**config.mk**
```make
export PLATFORM = sky130hd
export DESIGN_NAME = serial_subtractor
export DESIGN_NICKNAME = d
export VERILOG_FILES = /design/src/rtl/serial_subtractor.sv
export SDC_FILE = /design/constraint.sdc
export NUM_CORES = 1
export LEC_CHECK = 0
export CAP_MARGIN = 20
export CELL_PAD_IN_SITES_DETAIL_PLACEMENT = 1
export CELL_PAD_IN_SITES_GLOBAL_PLACEMENT = 2
export CORE_MARGIN = 2
export CORE_UTILIZATION = 33
export CTS_CLUSTER_DIAMETER = 120
export DETAILED_ROUTE_END_ITERATION = 10
export PLACE_DENSITY = 0.86
export SETUP_SLACK_MARGIN = 0.4
export SLEW_MARGIN = 20
export SYNTH_ARGS = -nofsm -noshare
export SYNTH_HDL_FRONTEND = slang
export SYNTH_SLANG_ARGS = --single-unit
```
**constraint.sdc**
```tcl
create_clock -name clk_i -period 3.8 [get_ports clk_i]
set_clock_uncertainty 0.05 [all_clocks]
set_input_delay 0.95 -clock clk_i [delete_from_list [all_inputs] [get_ports clk_i]]
set_output_delay 0.95 -clock clk_i [all_outputs]
set_load 0.01 [all_outputs]
```
**src/rtl/serial_subtractor.sv**
```systemverilog
// Digit-serial unsigned subtractor: data1_i - data2_i, one DIGIT_WIDTH slice per cycle, LSB first,
// with valid/ready on both the operand and the result side.
module serial_subtractor #(
   parameter ARCHITECTURE     = "BEHAVIORAL",
   parameter int DATA_WIDTH_1 = 8,
   parameter int DATA_WIDTH_2 = 8,
   parameter int DIGIT_WIDTH  = 4
) (
   input  logic                     clk_i,
   input  logic                     rst_n_i,
   input  logic                     valid_i,
   output logic                     ready_o,
   input  logic [DATA_WIDTH_1-1:0]  data1_i,
   input  logic [DATA_WIDTH_2-1:0]  data2_i,
   output logic                     valid_o,
   input  logic                     ready_i,
   output logic [((DATA_WIDTH_1 > DATA_WIDTH_2) ? DATA_WIDTH_1 : DATA_WIDTH_2):0] data_o,
   output logic                     zero_o
);

   localparam int W     = (DATA_WIDTH_1 > DATA_WIDTH_2) ? DATA_WIDTH_1 : DATA_WIDTH_2;
   localparam int N     = W / DIGIT_WIDTH;
   localparam int IDX_W = (N > 1) ? $clog2(N) : 1;

   if (W % DIGIT_WIDTH != 0) begin : g_bad_digit
      $error("serial_subtractor: DIGIT_WIDTH must divide max(DATA_WIDTH_1, DATA_WIDTH_2)");
   end

   // Only the behavioral datapath exists; any other selection falls back to it.
   if (ARCHITECTURE != "BEHAVIORAL") begin : g_arch_fallback
   end

   typedef enum logic [1:0] {
      IDLE,
      CALC,
      HOLD
   } state_t;

   state_t                 state, state_nxt;
   logic [W-1:0]           a_q, b_q, res_q, res_nxt;
   logic                   borrow_q;
   logic [IDX_W-1:0]       idx_q;
   logic [DIGIT_WIDTH-1:0] a_dig, b_dig;
   logic [DIGIT_WIDTH:0]   diff;
   logic                   last;

   assign a_dig = a_q[idx_q*DIGIT_WIDTH +: DIGIT_WIDTH];
   assign b_dig = b_q[idx_q*DIGIT_WIDTH +: DIGIT_WIDTH];
   // The extra top bit of diff wraps to 1 exactly when this digit needs to borrow.
   assign diff  = {1'b0, a_dig} - {1'b0, b_dig} - {{DIGIT_WIDTH{1'b0}}, borrow_q};
   assign last  = (idx_q == IDX_W'(N - 1));

   // Handshake outputs decode registered state only, so no input reaches an output combinationally.
   assign ready_o = (state == IDLE);
   assign valid_o = (state == HOLD);

   always_comb begin
      res_nxt = res_q;
      res_nxt[idx_q*DIGIT_WIDTH +: DIGIT_WIDTH] = diff[DIGIT_WIDTH-1:0];
   end

   // NOTE: every signal assigned in an always_comb gets a default first, otherwise a latch is inferred.
   always_comb begin
      state_nxt = state;
      case (state)
         IDLE:    if (valid_i) state_nxt = CALC;
         CALC:    if (last)    state_nxt = HOLD;
         HOLD:    if (ready_i) state_nxt = IDLE;
         default: state_nxt = IDLE;
      endcase
   end

   // NOTE: sequential state uses non-blocking assignments so every register samples pre-edge values.
   always_ff @(posedge clk_i or negedge rst_n_i) begin
      if (!rst_n_i) begin
         state    <= IDLE;
         a_q      <= '0;
         b_q      <= '0;
         res_q    <= '0;
         borrow_q <= 1'b0;
         idx_q    <= '0;
         data_o   <= '0;
         zero_o   <= 1'b0;
      end else begin
         state <= state_nxt;
         case (state)
            IDLE: begin
               if (valid_i) begin
                  a_q      <= W'(data1_i);
                  b_q      <= W'(data2_i);
                  borrow_q <= 1'b0;
                  idx_q    <= '0;
               end
            end
            CALC: begin
               res_q    <= res_nxt;
               borrow_q <= diff[DIGIT_WIDTH];
               idx_q    <= last ? '0 : idx_q + 1'b1;
               if (last) begin
                  data_o <= {diff[DIGIT_WIDTH], res_nxt};
                  zero_o <= (res_nxt == '0) && !diff[DIGIT_WIDTH];
               end
            end
            default: ;
         endcase
      end
   end

endmodule

```
; Word-level counts from Yosys, hierarchy flattened
; Index checks and enable logic that the tools add are counted.
[totals]
reg_bits = 38
latch_bits = 0
ram_bits = 0
mem_bits_ro = 0
in_bits = 20
word_cells = 39
n_memories = 0
[classes]
n_addsub = 4
n_mul = 0
div = 0
n_lt_le_gt_ge = 0
eq_ne = 5
n_shift = 4
n_mux = 9
bitwise = 0
reduce_logical = 9
[ops]
columns = cell, count
row1 = $neg 3->34, 1
row2 = $shift 4x34->8 const A, 1
row3 = $shiftx 4x34->8, 1
row4 = $shiftx 8x4->4, 2
row5 = $bwmux 8, 1
row6 = $logic_not 8->1, 1
row7 = $mux 2, 3
row8 = $pmux 2 s3, 1
row9 = $reduce_and 2->1, 3
row10 = $sub 4x4->5, 1
row11 = $sub 5x1->5, 1
row12 = $ne 2x2->1 const B, 2
row13 = $pmux 1 s2, 2
row14 = $reduce_and 3->1, 1
row15 = $eq 2x1->1 const B, 1
row16 = $eq 2x2->1 const B, 1
row17 = $logic_not 2->1, 1
row18 = $mux 1, 2
row19 = $ne 2x1->1 const B, 1
row20 = $reduce_bool 2->1, 1
row21 = $add 1x1->1 const B, 1
row22 = $logic_and 1x1->1, 1
row23 = $logic_not 1->1, 1

; Logic depth before layout (Yosys ltp)
; Gate-level depths: netlist of the first run.
[logic_depth]
word_depth = 7
mapped_depth = 8
depth_no_buf = 7

; Worst setup path after synthesis of the first run
; OpenSTA, ideal clock, no wires.
[synth_timing]
path_type = register to register
startpoint = reg idx_q
endpoint = reg zero_o
setup_ns = 0.122
arrival_time_ns = 2.475
required_ns = 3.628
slack_ns = 1.153
stages_incl_launch_ff = 9
cell_sequence = dfrtp_1 buf_2 mux2_2 fa_1 fa_1 xnor2_1 and2_4 and3_1 a32o_1
[synth_between]
elab_chain_len = 7
[synth_lines]
columns = element, line
row1 = start: declaration, 42  ; logic [IDX_W-1:0] idx_q;
row2 = start signal: assignment, 98  ; idx_q <= last ? '0 : idx_q + 1'b1;
row3 = "$shiftx 8x4->4, on equally long branches", "47, 48"
row4 = $sub 4x4->5, 50  ; assign diff = {1'b0, a_dig} - {1'b0, b_dig} - {{DIGIT_WIDTH{1'b0}}, borrow_q};
row5 = $sub 5x1->5, 50
row6 = $shiftx 4x34->8, 59  ; res_nxt[idx_q*DIGIT_WIDTH +: DIGIT_WIDTH] = diff[DIGIT_WIDTH-1:0];
row7 = $bwmux 8, 59
row8 = $logic_not 8->1, 101  ; zero_o <= (res_nxt == '0) && !diff[DIGIT_WIDTH];
row9 = $logic_and 1x1->1, 101
row10 = end signal: assignment, 101
row11 = end: declaration, 18  ; output logic zero_o
; Parallel ways exist; a longest one is shown, timed or not.
; A chain may end at the register's enable or synchronous reset.

; Final worst setup path of the first run
; Same ends and word-level chain as after synthesis.

==> results.ini, run 1 <==
[run_status]
status = finished clean

[worst_setup_path]
start_kind = flip-flop
startpoint = idx_q
cp_slowest_cell = dfrtp_1
cpMostUsedCell = fa_1
r2r_slack_ns = 0.96
reg2reg_from = idx_q
cp_max_fo = 13
crit-reg2reg-capture = zero_o
critPathMaxStageDelay_ns = 0.69
arrival_ns = 2.97
crit_required_ns = 3.93
path_cells = mux2_2 -> fa_1 -> fa_1 -> xnor2_1 -> and2_4 -> and3_1 -> a32o_1
path_class = flip-flop to flip-flop
cp_num_buf_inv = 0
r2r_cells = 7
end_kind = flip-flop
critPathTopFamily = adder cells

[die]
die_width_um = 73.9
die_y_um = 73.9
die_area_um2 = 5460
start_util_pct = 34.1
rows = 25
io_pins = 32
coreArea_um2 = 4720

[sta]
post-route-period-util_pct = 74.7
setup_slack_ns = 0.960
slew_headroom_pct = 63.3
timing.final.crit_period_ns = 2.84
setup_tns_ns = 0
max_freq_mhz = 352
rsz0062_at_grt = false
setup_viol = 0
tightest_slew_ns = 0.551
slew_viol_final = 0
hold_viol_final = 0

[cts]
cts_tree = yes
post-cts-setup-buffers = 0
root_buffer = clkbuf_8
htree_levels = 2
numCtsBuffers = 5
cts_hold_buf = 0
cts.reportedPaths.clkPinSlew_ns = 0.07
cts.sinks = 34
clkLatencyLatePin_ns = 0.28
clockBufferDepth = 2
cts-resized-gates = 0

[route]
dr.pass1.iters = 3
ant_nets = 0
drt_iter0_drc = 32
num_vias = 1035
drt-total-wl_mm = 2.99
drcViolationCount = 0
avgRoutedWirePerCell_um = 13.0
viasPerCell = 4.50

[synth]
syn_area_um2 = 1610
yosysUniqueCellTypes = 28
synth_nets = 153
yosysWarnings = 0
ys_seq_area_share_pct = 52.8
synthCells = 127
avgSynthCellArea_um2 = 12.7
synth-seq-cells = 34

[global_routing]
grt_pass1_wl_mm = 5.15
grt_use_total_pct = 12.6
grt_pass1_vias = 1094
grt_max_degree = 35
antenna_found_initial = 0
overflow = 0

[min_path]
whs_path_depth = 2
hp-class = flip-flop to flip-flop
hp-start = data_o[2]
holdPathEnd = data_o[2]

[pwr]
power_mw = 2.04
power.density_nw_per_um2 = 981
p_leak_nw = 0.932
vdd_drop_max_mv = 0.402

[placement]
place_ws_ns = 0.950
io_buffers = 31
dp_hpwl_mm = 2.30
place_area_um2 = 1980
place_congestion = 0.796

[final_layout]
diodes = 0
final_nets = 188
final_common_cell = dfrtp_1
syn2layout_area_growth_pct = 28.7
layout_common_cells = dfrtp_1 (34), clkdlybuf4s50_1 (31), nand2_1 (19)
finalInstanceArea_um2 = 2070
drive_above_1_share_pct = 22.7

[job]
max_cap_viol_count = 0

==> layer usage <==
metal | vias to the layer above | part of all wire (%) | global-route usage [%] | wire, um
met2 | 29 | 47 | 18.8 | 1400
met4 | 0 | 1.5 | 4.85 | 44
met1 | 505 | 47 | 17.0 | 1420
li1 | 496 | - | - | -
met3 | 5 | 4.2 | 3.70 | 127
met5 | - | 0 | 0 | 0
==> sequential cells by signal (all words and copies together), names as in the netlist <==
signal	flops
zero_o	1
borrow_q	1
data_o	9
idx_q	1
res_q	4
a_q	8
b_q	8
state	2
==> power breakdown <==
| group | switching (mW) | leakage, nW | internal, mW |
|---|---|---|---|
| Sequential | 0.134 | 0.409 | 0.546 |
| Clock | 0.123 | 0.0482 | 0.146 |
| Combinational | 0.496 | 0.474 | 0.590 |
| Total | 0.754 | 0.932 | 1.28 |
==> metrics by stage <==
stage               hold WS, ns  utilization (%)  cells
floorplan                 0.400                -    127
global placement          0.407             42.0    222
CTS                       0.439             43.9    230
detailed placement        0.423             42.0    222
finish                    0.426             43.9    230
global route              0.459             43.9    230
==> final cells by class <==
type | instances | area, um^2
Timing Repair Buffer | 33 | 325
Clock buffer | 7 | 86.3
Multi-Input combinational cell | 83 | 704
Inverter | 5 | 18.8
Clock inverter | 1 | 5.00
Sequential cell | 34 | 851
Tap cell | 67 | 83.8
Fill cell | 495 | 2650
==> worst max path at each step <==
stage,end,cells past startpoint
floorplan,zero_o,8
global placement,zero_o,7
detailed placement,zero_o,7
CTS,zero_o,7
global route,zero_o,7
finish,zero_o,7
==> cells in the mapped netlist <==
master    instances  share of area (%)
inv_1             5                1.2
a21oi_1           3               0.93
buf_6             2                1.4
ha_1              4                3.1
a32o_1            1               0.62
xor2_2            1                1.0
o21bai_1          1               0.47
nand2b_1          4                1.6
mux2_2           12                8.4
and2_1            1               0.39
and3b_1           1               0.54
mux2_4           10                9.3
and3_1            1               0.39
nand3b_2          1               0.70
fa_1              2                2.5
o21ai_0           5                1.6
mux2i_1           5                3.1
xnor2_1           2                1.1
a21o_1            1               0.47
nor2_1            4               0.93
nor2_2            1               0.39
or2_2             1               0.39
buf_2             3               0.93
and2_4            1               0.54
nand2_1          19                4.4
dfrtp_1          34                 53
nor4_1            1               0.39
a21oi_2           1               0.54
==> cells by family (layout without fill, tap and decap cells) <==
group	Yosys count	after routing	synth area share (%)
multiplexers	27	27	20.8
XOR/XNOR	3	3	2.10
adder cells (fa/ha/maj)	6	6	5.59
flip-flops	34	34	52.8
AND/OR/NAND/NOR	35	35	10.6
buffers and inverters	10	46	3.49
AO/OA/AOI/OAI	12	12	4.58
==> worst reg2reg max path, cell delays in order, from the launching register on <==
cell and delay, ns:
dfrtp_1 0.69, mux2_2 0.41, fa_1 0.42, fa_1 0.45, xnor2_1 0.16, and2_4 0.17, and3_1 0.14, a32o_1 0.25
Power figures use the tool's default switching activity.
==> run 2: changes to the inputs <==
==> constraint.sdc (replaced) <==
create_clock -name clk_i -period 2.64 [get_ports clk_i]
set_clock_uncertainty 0.05 [all_clocks]
set_input_delay 0.66 -clock clk_i [delete_from_list [all_inputs] [get_ports clk_i]]
set_output_delay 0.66 -clock clk_i [all_outputs]
set_load 0.01 [all_outputs]
==> run 2 against run 1 <==
Maximum frequency rose by 22%. Final cell count rose by 3.0%. Critical endpoint unchanged. Sequential power rose by 40%. Clock power rose by 46%. Die area did not move. Sequential cell count did not move. Non-clock buffer count rose by 7. Cell area rose by 5.6%. Utilization rose by 2.5 points. Largest power group unchanged. Worst setup slack got worse by 0.64 ns. Clock-buffer cell count did not move.
==> results.ini, run 2 (synthesis gave the netlist of run 1 again) <==
[route]
dr.pass1.iters = 4
ant_nets = 0
drt_iter0_drc = 51
viasPerCell = 4.55
avgRoutedWirePerCell_um = 13.4
drcViolationCount = 0
drt-total-wl_mm = 3.17
num_vias = 1079

[worst_setup_path]
cpMostUsedCell = fa_2
cp_slowest_cell = dfrtp_1
arrival_ns = 2.45
reg2reg_from = idx_q
path_class = flip-flop to flip-flop
critPathTopFamily = adder cells
path_cells = mux2_4 -> fa_2 -> fa_2 -> xnor2_2 -> and2_4 -> and3_1 -> a32o_1
r2r_cells = 7
crit_end = zero_o
cp.depth = 7
cp_max_fo = 2
start_kind = flip-flop
crit_required_ns = 2.77
startpoint = idx_q
r2r_slack_ns = 0.32
critPathMaxStageDelay_ns = 0.41
crit-reg2reg-capture = zero_o
end_kind = flip-flop
cp_num_buf_inv = 0

[final_layout]
drive_above_1_share_pct = 31.2
diodes = 0
utilization_pct = 46.4
largest_reg_flops = 9
post_layout_nonfiller_instances = 237
largest-register = data_o
final_common_cell = dfrtp_1
final_nets = 195
layout_common_cells = dfrtp_1 (33), clkdlybuf4s50_1 (31), nand2_1 (19)
largestRegisters = data_o (9), a_q (8), b_q (8)
syn2layout_area_growth_pct = 35.9

[sta]
slew_headroom_pct = 70.9
timing.final.crit_period_ns = 2.32
max_freq_mhz = 430
hold_viol_final = 0
rsz0062_at_grt = true
tightest_slew_ns = 0.436
setup_viol = 0
post-route-period-util_pct = 88.0
slew_viol_final = 0
setup_tns_ns = 0

[min_path]
hp-class = flip-flop to flip-flop

[global_routing]
grt_max_degree = 35
overflow = 0
grt_pass1_vias = 1143
antenna_found_initial = 0
grt_pass1_wl_mm = 5.26
grt_use_total_pct = 13.0

[placement]
io_buffers = 31
dp_hpwl_mm = 2.31
place_congestion = 0.819
place_inst = 223

[cts]
clkLatencyLatePin_ns = 0.29
cts_hold_buf = 0
numCtsBuffers = 5
root_buffer = clkbuf_8
cts_tree = yes
cts.reportedPaths.clkPinSlew_ns = 0.07
cts.sinks = 34
clockBufferDepth = 2
htree_levels = 2

[die]
start_util_pct = 34.1
io_pins = 32
die_width_um = 73.9
die_area_um2 = 5460
rows = 25
die_y_um = 73.9
coreArea_um2 = 4720

[pwr]
power.density_nw_per_um2 = 1570
p_leak_nw = 0.987
vdd_drop_max_mv = 0.560

[job]
max_cap_viol_count = 0

[run_status]
status = finished clean

-- run 2: final cells by class --
type / count / area [um^2]
Clock buffer: 7 / 86.3
Clock inverter: 1 / 5.00
Sequential cell: 34 / 852
Tap cell: 67 / 83.8
Multi-Input combinational cell: 83 / 763
Timing Repair Buffer: 40 / 382
Inverter: 5 / 18.8
Fill cell: 502 / 2530
-- run 2: layer usage --
metal,share of wire [%],global-route usage (%),vias up
li1,-,-,504
met1,44,16.1,535
met2,47,20.1,32
met3,5.4,3.84,8
met4,3.1,7.47,0
met5,0,0,-
-- run 2: worst min-delay path by stage --
| stage | start | end | slack, ns | cells past startpoint |
|---|---|---|---|---|
| final | data_o[1] | data_o[1] | 0.43 | 2 |
| after floorplan | rst_n_i | a_q[0] | 0.31 | 0 |
| after CTS | data_o[7] | data_o[7] | 0.43 | 2 |
| after global routing | data_o[1] | data_o[1] | 0.46 | 2 |
| after detailed placement | data_o[1] | data_o[1] | 0.42 | 2 |
| after global placement | data_o[0] | data_o[0] | 0.41 | 2 |
-- run 2: power by group --
group          leakage, nW  internal (mW)  switching [mW]
registers            0.408          0.788           0.166
clock network       0.0482          0.210           0.183
logic                0.531           1.20           0.906
total                0.987           2.19            1.26
-- run 2: what timing repair did --
item / in CTS / in global routing
pin swaps: 4 / 4
setup buffers: 5 / 1
gates resized for setup: 3 / 6
setup endpoints to repair: 3 / 4
-- run 2: worst min-delay path: stages (launching register included) --
cell and delay (ns):
dfrtp_1 0.34, nand2_1 0.05, nand2_1 0.05
-- run 2: per-stage QoR --
step / hold slack (ns) / power [mW] / setup slack, ns / instance area, um^2
3_5_place_dp: 0.418 / 2.69 / 0.259 / 2010
3_3_place_gp: 0.407 / 2.63 / 0.344 / 2010
6_report: 0.425 / 3.45 / 0.316 / 2190
2_1_floorplan: 0.314 / 2.23 / 0.205 / 1640
4_1_cts: 0.434 / 3.24 / 0.307 / 2150
5_1_grt: 0.455 / 3.74 / 0.263 / 2190
==> patch 1, RTL diff (settings of run 1) <==
`DIGIT_WIDTH`: 4 -> 8.
--- a/src/rtl/serial_subtractor.sv
+++ b/src/rtl/serial_subtractor.sv
@@ -6,3 +6,3 @@
    parameter int DATA_WIDTH_2 = 8,
-   parameter int DIGIT_WIDTH  = 4
+   parameter int DIGIT_WIDTH  = 8
 ) (
Behaviour: not the same (a bounded check fails within 4 cycles, from zero or initial values and one cycle with rst_n_i low).
==> patch 1 against run 1 <==
  * Critical path depth shrank 4
  * Die area shrank 1.5%
  * Setup slack better by 0.41 ns
  * Sequential cell count decreased by 5
  * Worst hold slack worse by 0.00066 ns
  * First-iteration DRC count is 34% lower
  * Design area decreased by 1.3%
  * Area after synthesis fell by 1.6%
  * Largest cell class is now multi-input gates
  * Count of clock-buffer cells in the layout is the same
  * Wire length grew 14%
Power is not shown: default switching activity piles up to over one toggle a cycle in this logic, so the estimate is an artifact.
==> patch 1: results (changes against run 1) <==
outcome: finished, final reports clean (unchanged)
largest net degree at the start of global routing: 30 (was 35)
Crit Path Max Fanout: 3 (was 13)
Slew @ Worst Pin: 0.718 ns (was 0.551 ns)
DPL Wire Length: 2660 µm (was 2300 µm)
CP delay by family, top: buffers and inverters (was adder cells)
Post-Syn Area per Cell: 10.4 µm² (was 12.7 µm²)
share of cells above drive strength 1: 10.1% (was 22.7%)
synth top area cells: dfrtp_1 46%, ha_1 9.5%, mux2_1 6.4%, inv_1 5.2%, nand2_1 4.7% (was dfrtp_1 53%, mux2_4 9.3%, mux2_2 8.4%, nand2_1 4.4%, ha_1 3.1%)
Place WS: 1.18 ns (was 0.950 ns)
Vias/cell: 4.80 (was 4.50)
Clock Latency Late Sink: 0.28 ns (about the same)
Detailed Route Iter0 Violations: 21 (was 32)
Pre-antenna DRT Iters: 2 (was 3)
Synth Net Count: 187 (was 153)
gr usage total: 14.7% (was 12.6%)
antenna violations before repair: 0 (unchanged)
vias: 1167 (was 1035)
final WL: 3400 µm (was 2990 µm)
Crit-path slowest cell: clkdlybuf4s50_1 (was dfrtp_1)
sequential area share after synthesis: 45.8% (was 52.8%)
most frequent cells after synthesis: 29 x dfrtp_1, 22 x inv_1, 20 x nand2_1 (was 34 x dfrtp_1, 19 x nand2_1, 12 x mux2_2)
nets: 223 (was 188)
worst path arrival time: 1.43 ns (was 2.97 ns)
synth unique cells: 38 (was 28)
peak per-stage delay on the critical path: 0.53 ns (was 0.69 ns)
first-pass GRT wire length: 5950 µm (was 5150 µm)
vias in the first global route: 1303 (was 1094)
RD Place Congestion: 0.690 (was 0.796)
placed cell areas: 0.00196 mm² (was 0.00198 mm²)
[patch 1: worst paths after layout]
path                                       start                    end  slack (ns)  cells past startpoint
hold reg to reg            data_o[3]$_DFFE_PN0P_  data_o[3]$_DFFE_PN0P_        0.43                      2
min in group asynchronous                rst_n_i     b_q[5]$_DFFE_PN0P_        1.01                      2
setup reg to reg            borrow_q$_DFFE_PN0P_  data_o[7]$_DFFE_PN0P_        1.51                      8
hold / removal             data_o[3]$_DFFE_PN0P_  data_o[3]$_DFFE_PN0P_        0.43                      2
max in group asynchronous                rst_n_i     a_q[0]$_DFFE_PN0P_        2.41                      2
setup / recovery            state[0]$_DFFE_PN0P_                valid_o        1.37                      3
[patch 1: layout make-up]
| class | count | area, µm² |
|---|---|---|
| fill | 530 | 2640 |
| timing repair buffer | 34 | 333 |
| sequential | 29 | 726 |
| clock buffer | 7 | 86.3 |
| inverter | 23 | 86.3 |
| tap | 54 | 67.6 |
| multi-input combinational | 96 | 749 |
[patch 1: cells by family (layout without fill, tap and decap cells)]
| group | count (synthesis) | in the layout | share of synthesized area [%] |
|---|---|---|---|
| flip-flops | 29 | 29 | 45.8 |
| AND/OR/NAND/NOR | 34 | 34 | 10.3 |
| multiplexers | 12 | 12 | 8.68 |
| adder cells (fa/ha/maj) | 14 | 14 | 12.0 |
| XOR/XNOR | 4 | 4 | 2.21 |
| AO/OA/AOI/OAI | 32 | 32 | 14.1 |
| buffers and inverters | 28 | 64 | 6.95 |
[patch 1: layer usage]
layer	share of wire (%)	vias up	GRT usage, %
li1	-	585	-
met1	42	554	17.0
met2	52	23	25.5
met3	3.8	5	2.88
met4	2.1	0	7.88
met5	0	-	0
==> patch 2, RTL diff (flow settings as in run 1) <==
Without the edit above. Encoding of `state_t`: now one-hot (3 bits for 3 states).
--- a/src/rtl/serial_subtractor.sv
+++ b/src/rtl/serial_subtractor.sv
@@ -32,6 +32,6 @@
 
-   typedef enum logic [1:0] {
-      IDLE,
-      CALC,
-      HOLD
+   typedef enum logic [2:0] {
+      IDLE = 3'b001,
+      CALC = 3'b010,
+      HOLD = 3'b100
    } state_t;
Formal check against the unedited RTL: same outputs for any inputs over 10 cycles, from zero or initial values and one cycle with rst_n_i low; not proved beyond that.
==> patch 2 against run 1 <==
  * Via count grew 14%
  * Setup slack improved by 0.071 ns
  * Sequential cell count up 3
  * Power increased by 4.2%
  * Largest power group unchanged
  * Design area increased by 7.4%
  * Wire length grew 17%
  * Critical endpoint is now ready_o
  * Area after synthesis increased by 9.2%
  * Combinational power increased by 4%
==> patch 2: results (changes against run 1) <==
outcome: finished, final reports clean (unchanged)
Place WS: 0.932 ns (was 0.950 ns)
post-CTS sizing: 0 (unchanged)
Synth Net Count: 177 (was 153)
Leakage: 0.985 nW (was 0.932 nW)
Slew @ Worst Pin: 0.770 ns (was 0.551 ns)
Post-Syn Instances: 151 (was 127)
most frequent cells after synthesis: 36 x dfrtp_1, 24 x nand2_1, 22 x mux2_2 (was 34 x dfrtp_1, 19 x nand2_1, 12 x mux2_2)
IO Port Bufs: 31 (unchanged)
post-CTS setup buffer count: 0 (unchanged)
sequential area share after synthesis: 52.7% (was 52.8%)
hold crit path type: register to register (unchanged)
DPL Wire Length: 2690 µm (was 2300 µm)
ys async rst share: 100% (unchanged)
placed insts: 248 (was 222)
vias: 1179 (was 1035)
gr usage total: 13.1% (was 12.6%)
worst path arrival time: 1.77 ns (was 2.97 ns)
Crit Path Max Fanout: 11 (was 13)
Inserted Diodes: 0 (unchanged)
worst vdd ir: 0.000471 V (was 0.000402 V)
share of cells above drive strength 1: 20.0% (was 22.7%)
nets: 211 (was 188)
synth top area cells: dfrtp_1 51%, mux2_2 14%, nand2_1 5.1%, ha_1 2.8%, mux2i_1 2.8% (was dfrtp_1 53%, mux2_4 9.3%, mux2_2 8.4%, nand2_1 4.4%, ha_1 3.1%)
Largest regs: data_o: 9 flops, a_q: 8 flops, b_q: 8 flops (unchanged)
first-pass GRT wire length: 6030 µm (was 5150 µm)
largest net degree at the start of global routing: 38 (was 35)
Detailed Route Iter0 Violations: 36 (was 32)
synth unique cells: 33 (was 28)
placed cell areas: 0.00214 mm² (was 0.00198 mm²)
H-tree Lvls: 2 (unchanged)
Pre-antenna DRT Iters: 4 (was 3)
clock buffer count from CTS: 5 (unchanged)
root buffer cell: clkbuf_8 (unchanged)
clk buf depth: 2 (unchanged)
Fill cells: 575 (was 495)
total grt overflow: 0 (unchanged)
RD Place Congestion: 0.778 (was 0.796)
Vias/cell: 4.62 (was 4.50)
detailed-route wire length per cell: 13.8 µm (was 13.0 µm)
synth warn: 0 (unchanged)
## patch 2: cell types whose count changed in the layout (fill, tap and decap cells not counted), moves of 2 or more
cell	run 1	this run
dfrtp_1	34	36
inv_1	5	9
mux2_2	12	22
mux2_4	10	0
nand2_1	19	24
nand2b_1	4	0
nand3b_1	0	2
nor2_1	4	10
o21a_1	0	2
o21ai_0	5	7
xnor2_1	2	0
xor2_1	0	2
## patch 2: report_power, final
part	internal [mW]	switching [mW]	total, mW	leakage (nW)
clock	0.144	0.131	0.274	0.0443
sequential	0.579	0.134	0.713	0.455
combinational	0.587	0.548	1.13	0.486
total	1.31	0.813	2.12	0.985
## patch 2: worst max-delay path, stage by stage, from the launching register on
cell,delay [ns]
dfrtp_1,0.53
nor3b_1,0.33
clkdlybuf4s50_1,0.62
## patch 2: area by class of cell
cell class | instances | area [µm²] | share of cell area (%)
timing repair buffer | 33 | 325 | 14.6
inverter | 9 | 33.8 | 1.52
multi-input combinational | 99 | 767 | 34.4
clock buffer | 7 | 86.3 | 3.88
tap | 70 | 87.6 | 3.93
sequential | 37 | 927 | 41.6
## patch 2: final timing paths
kind                       slack (ns)                    end             startpoint  depth (start not counted)
max                              1.03                ready_o   state[2]$_DFFE_PN0P_                          2
min                              0.43  data_o[8]$_DFFE_PN0P_  data_o[8]$_DFFE_PN0P_                          2
max reg2reg                      1.07     zero_o$_DFFE_PN0P_      idx_q$_DFFE_PN0P_                          7
min reg2reg                      0.43  data_o[8]$_DFFE_PN0P_  data_o[8]$_DFFE_PN0P_                          2
max in group asynchronous        2.32   state[0]$_DFFE_PN1P_                rst_n_i                          2
min in group asynchronous        1.04  data_o[3]$_DFFE_PN0P_                rst_n_i                          2
## patch 2: per-layer routing
metal	track usage (%)	share of wire, %	vias up
li1	-	-	575
met4	4.82	1.6	0
met2	22.9	50	24
met3	3.53	4.5	5
met1	15.4	44	575
met5	0	0	-
## patch 2: cell families (layout without fill, tap and decap cells)
group / Yosys count / count (layout) / synth area share, %
AO/OA/AOI/OAI: 18 / 18 / 7.40
XOR/XNOR: 3 / 3 / 1.92
adder cells (fa/ha/maj): 6 / 6 / 5.12
buffers and inverters: 15 / 49 / 3.70
flip-flops: 37 / 37 / 52.7
multiplexers: 27 / 27 / 16.9
AND/OR/NAND/NOR: 45 / 45 / 12.2
